`src/rtl/uart_pkg.sv`:
```
// uart_pkg
//  Types and constants shared by the UART receive and transmit sides.
//  - rx_state_t             : receiver frame state
//  - DEFAULT_CLOCKS_PER_BAUD: clock cycles per serial bit
package uart_pkg;

  typedef enum logic [1:0] {
    IDLE  = 2'd0,
    START = 2'd1,
    DATA  = 2'd2,
    STOP  = 2'd3
  } rx_state_t;

  localparam int DEFAULT_CLOCKS_PER_BAUD = 33;

endpackage

```
`src/rtl/sync_2ff.sv`:
```
// sync_2ff
//  Two-flop synchroniser for a single asynchronous input. Both flops reset
//  to 1, so an idle-high line does not produce a false edge after reset.
//  Ports:
//   clk_in  in  1  destination clock
//   rst_in  in  1  synchronous, active-low reset
//   d_in    in  1  asynchronous input
//   q_out   out 1  synchronised copy of d_in (2-cycle latency)
module sync_2ff (
  input  logic clk_in,
  input  logic rst_in,
  input  logic d_in,
  output logic q_out
);

  logic meta_q;
  logic sync_q;

  always_ff @(posedge clk_in) begin
    if (!rst_in) begin
      meta_q <= 1'b1;
      sync_q <= 1'b1;
    end else begin
      meta_q <= d_in;
      sync_q <= meta_q;
    end
  end

  assign q_out = sync_q;

endmodule

```
`src/rtl/uart_byte_rx.sv`:
```
// uart_byte_rx
//  Oversampling 8N1 UART receiver. The rx pin is synchronised, the start
//  bit is confirmed at mid-bit, 8 data bits are sampled LSB-first at the
//  middle of each bit, and the stop bit is checked. A good byte produces a
//  one-cycle valid_out pulse; a low stop bit produces a one-cycle
//  framing_err_out pulse instead.
//  Ports:
//   clk_in           in  1  system clock
//   rst_in           in  1  synchronous, active-low reset
//   rx_in            in  1  asynchronous serial line, idle high
//   data_out         out 8  last good byte, held until the next one
//   valid_out        out 1  one-cycle pulse, data_out is new
//   framing_err_out  out 1  one-cycle pulse, stop bit was low
//   busy_out         out 1  receiver is inside a frame
module uart_byte_rx
  import uart_pkg::*;
#(
  parameter int CLOCKS_PER_BAUD = DEFAULT_CLOCKS_PER_BAUD
) (
  input  logic       clk_in,
  input  logic       rst_in,
  input  logic       rx_in,
  output logic [7:0] data_out,
  output logic       valid_out,
  output logic       framing_err_out,
  output logic       busy_out
);

  localparam int HALF = CLOCKS_PER_BAUD / 2;
  localparam int CW   = $clog2(CLOCKS_PER_BAUD);
  localparam logic [CW-1:0] HALF_M1 = CW'(HALF - 1);
  localparam logic [CW-1:0] CPB_M1  = CW'(CLOCKS_PER_BAUD - 1);

  logic rx_s;
  logic rx_d_q;

  rx_state_t     state_q, state_d;
  logic [CW-1:0] cnt_q, cnt_d;
  logic [2:0]    bit_idx_q, bit_idx_d;
  logic [7:0]    shreg_q, shreg_d;
  logic [7:0]    data_q, data_d;
  logic          valid_q, valid_d;
  logic          ferr_q, ferr_d;

  sync_2ff u_sync (
    .clk_in (clk_in),
    .rst_in (rst_in),
    .d_in   (rx_in),
    .q_out  (rx_s)
  );

  // The sample point is the cycle in which the down-counter sits at zero.
  logic sample;
  logic fall;
  assign sample = (cnt_q == '0);
  assign fall   = rx_d_q && !rx_s;

  always_comb begin
    state_d   = state_q;
    cnt_d     = cnt_q;
    bit_idx_d = bit_idx_q;
    shreg_d   = shreg_q;
    data_d    = data_q;
    valid_d   = 1'b0;
    ferr_d    = 1'b0;
    unique case (state_q)
      IDLE: begin
        // A held-low line (break) never re-arms here: a real 1->0 edge is needed.
        if (fall) begin
          state_d = START;
          cnt_d   = HALF_M1;
        end
      end
      START: begin
        if (sample) begin
          if (!rx_s) begin
            state_d   = DATA;
            cnt_d     = CPB_M1;
            bit_idx_d = 3'd0;
          end else begin
            state_d = IDLE;  // start bit gone by mid-bit: glitch
          end
        end else begin
          cnt_d = cnt_q - 1'b1;
        end
      end
      DATA: begin
        if (sample) begin
          shreg_d = {rx_s, shreg_q[7:1]};
          cnt_d   = CPB_M1;
          if (bit_idx_q == 3'd7) begin
            state_d = STOP;
          end else begin
            bit_idx_d = bit_idx_q + 3'd1;
          end
        end else begin
          cnt_d = cnt_q - 1'b1;
        end
      end
      STOP: begin
        if (sample) begin
          if (rx_s) begin
            data_d  = shreg_q;
            valid_d = 1'b1;
          end else begin
            ferr_d = 1'b1;
          end
          state_d = IDLE;
        end else begin
          cnt_d = cnt_q - 1'b1;
        end
      end
      default: state_d = IDLE;
    endcase
  end

  always_ff @(posedge clk_in) begin
    if (!rst_in) begin
      rx_d_q    <= 1'b1;
      state_q   <= IDLE;
      cnt_q     <= '0;
      bit_idx_q <= 3'd0;
      shreg_q   <= 8'h00;
      data_q    <= 8'h00;
      valid_q   <= 1'b0;
      ferr_q    <= 1'b0;
    end else begin
      rx_d_q    <= rx_s;
      state_q   <= state_d;
      cnt_q     <= cnt_d;
      bit_idx_q <= bit_idx_d;
      shreg_q   <= shreg_d;
      data_q    <= data_d;
      valid_q   <= valid_d;
      ferr_q    <= ferr_d;
    end
  end

  assign data_out        = data_q;
  assign valid_out       = valid_q;
  assign framing_err_out = ferr_q;
  assign busy_out        = (state_q != IDLE);

endmodule

```
`config.mk`:
```
export PLATFORM = sky130hd
export DESIGN_NAME = uart_byte_rx
export DESIGN_NICKNAME = d
export VERILOG_FILES = /design/src/rtl/uart_pkg.sv /design/src/rtl/sync_2ff.sv /design/src/rtl/uart_byte_rx.sv
export SDC_FILE = /design/constraint.sdc
export NUM_CORES = 1
export LEC_CHECK = 0
export BUFFER_PORTS_ARGS = -buffer_cell sky130_fd_sc_hd__buf_2
export CAP_MARGIN = 10
export CELL_PAD_IN_SITES_DETAIL_PLACEMENT = 1
export CELL_PAD_IN_SITES_GLOBAL_PLACEMENT = 1
export CORE_ASPECT_RATIO = 0.75
export CORE_MARGIN = 1.5
export CORE_UTILIZATION = 39
export DETAILED_ROUTE_END_ITERATION = 10
export PLACE_DENSITY = 0.77
export SLEW_MARGIN = 20
export SYNTH_ARGS = -nofsm -noshare
export SYNTH_HDL_FRONTEND = slang
export SYNTH_SLANG_ARGS = --single-unit
```
`constraint.sdc`:
```
create_clock -name clk_in -period 4.9 [get_ports clk_in]
set_input_delay 1.47 -clock clk_in [delete_from_list [all_inputs] [get_ports clk_in]]
set_output_delay 1.47 -clock clk_in [all_outputs]
set_load 0.05 [all_outputs]
```
======== Word-level counts from Yosys, hierarchy flattened ========
Cells that the tools add are included.
Widths: inputs -> output; s select.
word-level totals
  logic and storage cells ................. 57
  output and inout bits ................... 11
  latch bits .............................. 0
  bits in writable memories ............... 0
  register bits after elaboration ......... 32
  bits of input ports ..................... 3
  memories kept ........................... 0
  memory bits (read-only) ................. 0
cells by class
  bitwise operators ....................... 0
  eq/ne operators ......................... 13
  shifts and indexed selects .............. 0
  multiply operators ...................... 0
  reductions and logical operators ........ 12
  divide/modulo/power cells ............... 0
  magnitude comparators ................... 0
  muxes and demuxes ....................... 20
  add/sub/neg operators ................... 2
operators by type and width
  cell                 count
  $mux 6               5
  $pmux 6 s4           1
  $ne 2x2->1 const B   8
  $mux 2               6
  $mux 3               4
  $reduce_and 5->1     2
  $reduce_and 3->1     3
  $pmux 2 s4           1
  $logic_not 6->1      1
  $pmux 3 s2           1
  $sub 6x1->6 const B  1
  $eq 2x2->1 const B   2
  $reduce_bool 2->1    2
  $add 3x1->3 const B  1
  $eq 3x3->1 const B   1
  $ne 3x3->1 const B   1
  $eq 2x1->1 const B   1
  $logic_not 2->1      1
  $mux 1               2
  $reduce_and 2->1     1
  $logic_and 1x1->1    1
  $logic_not 1->1      1

======== Logic depth before layout (Yosys ltp) ========
  depth in word-level cells ............... 4
  gate-level depth with buffers ........... 7
  depth with buffers taken out ............ 6

======== Hierarchy ========
From an unflattened synthesis, not the netlist that was laid out.
unflattened totals
  cells, all modules ...................... 169
  area total of the unflattened synthesis .. 1516.5 um2
modules (own cells, without submodules)
  module        seq. area each (um2)  times used  cells each  area an instance (um2)
  uart_byte_rx  600.6                 1           165         1463.9
  sync_2ff      40.0                  1           4           52.6

======== Least setup slack after synthesis ========
OpenSTA, ideal clock, no wires.
  path kind ............................... register -> output
  start ................................... register state_q[0]
  end ..................................... output busy_out
  stages on the path, launching flop included .. 4
  slack ................................... 2432 ps
  buffers on the path ..................... 0
  data arrival time ....................... 998 ps
  required time ........................... 3430 ps
  cell sequence ........................... dfxtp_1 inv_1 ha_1 inv_1
on the way
  word-level cells in the longest chain between the ends .. 1
ends and longest elaborated chain
  what                    line                 text
  start, declared         uart_byte_rx.sv:37   rx_state_t state_q, state_d;
  start signal, assigned  uart_byte_rx.sv:129  state_q <= state_d;
  $reduce_bool 2->1       uart_byte_rx.sv:142  assign busy_out = (state_q != IDLE);
  end, declared           uart_byte_rx.sv:26   output logic busy_out
Every way passes these cells.

======== Worst setup path in the final report ========
Ends and elaborated chain as after synthesis.

==> results.sh <==
export IMPL_outcome="finished clean"
export IMPL_gp_congestion=0.852
export IMPL_drc_errors=0
export IMPL_crit_fanout=5
export IMPL_dp_hpwl_mm=2.30
export IMPL_start_util=0.407
export IMPL_grt_max_degree=21
export IMPL_fp_dieH_um=56.5
export IMPL_yosys_warnings=0
export IMPL_vias_per_cell=5.36
export IMPL_max_vdd_ir_drop_mv=0.231
export IMPL_seqCellArea_um2=641
export IMPL_multi_input_area_um2=782
export IMPL_die_area_mm2=0.00420
export IMPL_finalMaxSlewViolations=0
export IMPL_cp_data_required_time_ns=3.43
export IMPL_syn_nets=169
export IMPL_skew_ns=0.00619
export IMPL_cts_sinks=32
export IMPL_dr_pass1_iters=4
export IMPL_hold_path_class="flip-flop to flip-flop"
export IMPL_grt_pass1_wl_mm=5.75
export IMPL_final_nets=180
export IMPL_end_kind="primary output"
export IMPL_antenna_found_initial=0
export IMPL_path_clk_slew_ns=0.07
export IMPL_cts_root_buf="clkbuf_8"
export IMPL_hold_viol_final=0
export IMPL_ys_ff_latch=32
export IMPL_cts_tree="yes"
export IMPL_vias=1189
export IMPL_holdBufCountCts=0
export IMPL_syn_to_final_growth_pct=13.4
export IMPL_cts_buffer_depth=2
export IMPL_period_needed_ns=2.86
export IMPL_fmax_mhz=350
export IMPL_yosys_area_top_type="dfxtp_1"
export IMPL_insertion_delay_ns=0.28
export IMPL_dpl_cell_count=214
export IMPL_slew_headroom=0.593
export IMPL_diodes=0
export IMPL_p_per_area_mw_per_mm2=522
export IMPL_final_setup_worst_slack_ns=2.04
export IMPL_async_flop_share=0
export IMPL_setup_viol=0
export IMPL_routedWlPerCell_um=15.1
export IMPL_setup_worst_path_start_class="flip-flop"
export IMPL_hold_depth=1
export IMPL_post_route_util=0.462
export IMPL_synth_ff_type="dfxtp_1"
export IMPL_synth_top_area_share=0.430
export IMPL_synth_area_leaders="dfxtp_1 (43%), mux2i_1 (14%), ha_1 (6.7%), nor2_1 (5.3%), a21oi_1 (3.7%)"
export IMPL_fill_cells=445
export IMPL_synth_distinct_cells=32
export IMPL_post_cts_buffers=0
export IMPL_ys_seq_area_frac=0.430
export IMPL_cts_made_buffers=5
export IMPL_pre_cts_ws_ns=2.12
export IMPL_critPathKind="flip-flop to primary output"
export IMPL_maxCapViolCount=0
export IMPL_wirelength_mm=3.34
export IMPL_layout_drive_gt1_share=0.165
export IMPL_drt_initial_drc_count=62
export IMPL_stdcell_count=222
export IMPL_dieWidth_um=74.4
export IMPL_synth_commonest_cells="dfxtp_1 (32), mux2i_1 (21), nor2_1 (21)"
export IMPL_max_slew_worst_pin_slew_ns=0.609
export IMPL_io_pins=14
export IMPL_cts_repair_resize_count=0
export IMPL_finalCritPeriodShare=0.584
export IMPL_htreeDepth=2
export IMPL_synth_edf_count=0
export IMPL_worstPathArrival_ns=1.39
export IMPL_io_buffers=13
export IMPL_netlist_area_mm2=0.00149
export IMPL_synth_most_common_cell="dfxtp_1"
export IMPL_rsz0062_at_grt="false"
export IMPL_syn_mean_instance_area_um2=9.43
export IMPL_worst_r2r_path_depth=6
export IMPL_setup_tns_ns=0
export IMPL_synth_cells=158
export IMPL_grt_pass1_vias=1244
export IMPL_grt_remaining_overflow=0
export IMPL_row_count=19
export IMPL_core_area_mm2=0.00366
export IMPL_ant_nets=0
export IMPL_globalRouteTotalUtil=0.181
export IMPL_power_static_leakage_nw=0.800
export IMPL_power_total_uw=882
-- through the flow --
stage / area, um^2 / hold slack (ns)
4_1_cts: 1690 / 0.423
3_5_place_dp: 1580 / 0.407
3_3_place_gp: 1580 / 0.390
5_1_grt: 1690 / 0.456
2_1_floorplan: 1490 / 0.386
6_report: 1690 / 0.421
-- registers in the layout (all words and copies together), names as in the netlist, named ones only --
signal           flops
valid_out            1
state_q              1
data_out             8
u_sync.meta_q        1
bit_idx_q            3
u_sync.q_out         1
shreg_q              8
rx_d_q               1
cnt_q                6
framing_err_out      1
-- placed cells by master (no fill, tap or decap), types with 2 or more instances in the layout --
cell      Yosys  routed
o21ai_0       5       5
inv_1         7       7
nand3_1       4       4
nor4_1        3       3
nor3_1        4       4
nand3_2       2       2
ha_1          8       8
nand2_1       7       7
a21oi_1      11      11
clkbuf_8      0       5
nand3b_1      2       2
nor2_1       21      21
o41ai_2       2       2
nand2b_1      5       5
mux2i_1      21      21
dfxtp_1      32      32
buf_2         3      13
-- cells by family after synthesis --
kind of cell               Yosys count  synth area share
DFF                                 32             0.430
muxes                               21             0.141
adders and majority gates            8            0.0672
buffers and inverters               17            0.0453
and+or+nand+nor                     53             0.190
AOI/OAI and AO/OA                   27             0.127
-- where the power goes --
group	internal [mW]	switching (mW)	total (mW)
Combinational	0.117	0.194	0.310
Clock	0.151	0.0997	0.250
Sequential	0.284	0.0369	0.321
-- final timing paths --
check / from / endpoint / slack [ns]
min: u_sync.meta_q / u_sync.q_out / 0.42
max: state_q[0] / busy_out / 2.04
min reg2reg: u_sync.meta_q / u_sync.q_out / 0.42
max reg2reg: cnt_q[0] / data_out[1] / 2.67
-- worst max-delay path, stage by stage, from the launching register on --
cell and delay (ns):
dfxtp_1 0.39, inv_1 0.11, ha_1 0.28, inv_1 0.07, buf_2 0.25
-- metal layers --
layer  global-route usage  share of wire
met1                0.237           0.49
met2                0.291           0.46
met3               0.0485          0.039
met4               0.0519          0.013
met5                    0              0
-- cell type report --
cell class              instances  area share
inverters                       8      0.0178
clock inverters                 2      0.0207
multi-input cells             109       0.463
repair buffers                 13      0.0385
clock buffers                   6      0.0429
flip-flops and latches         32       0.379
well taps                      52      0.0385
No activity file was read; power rests on OpenSTA's default activity.
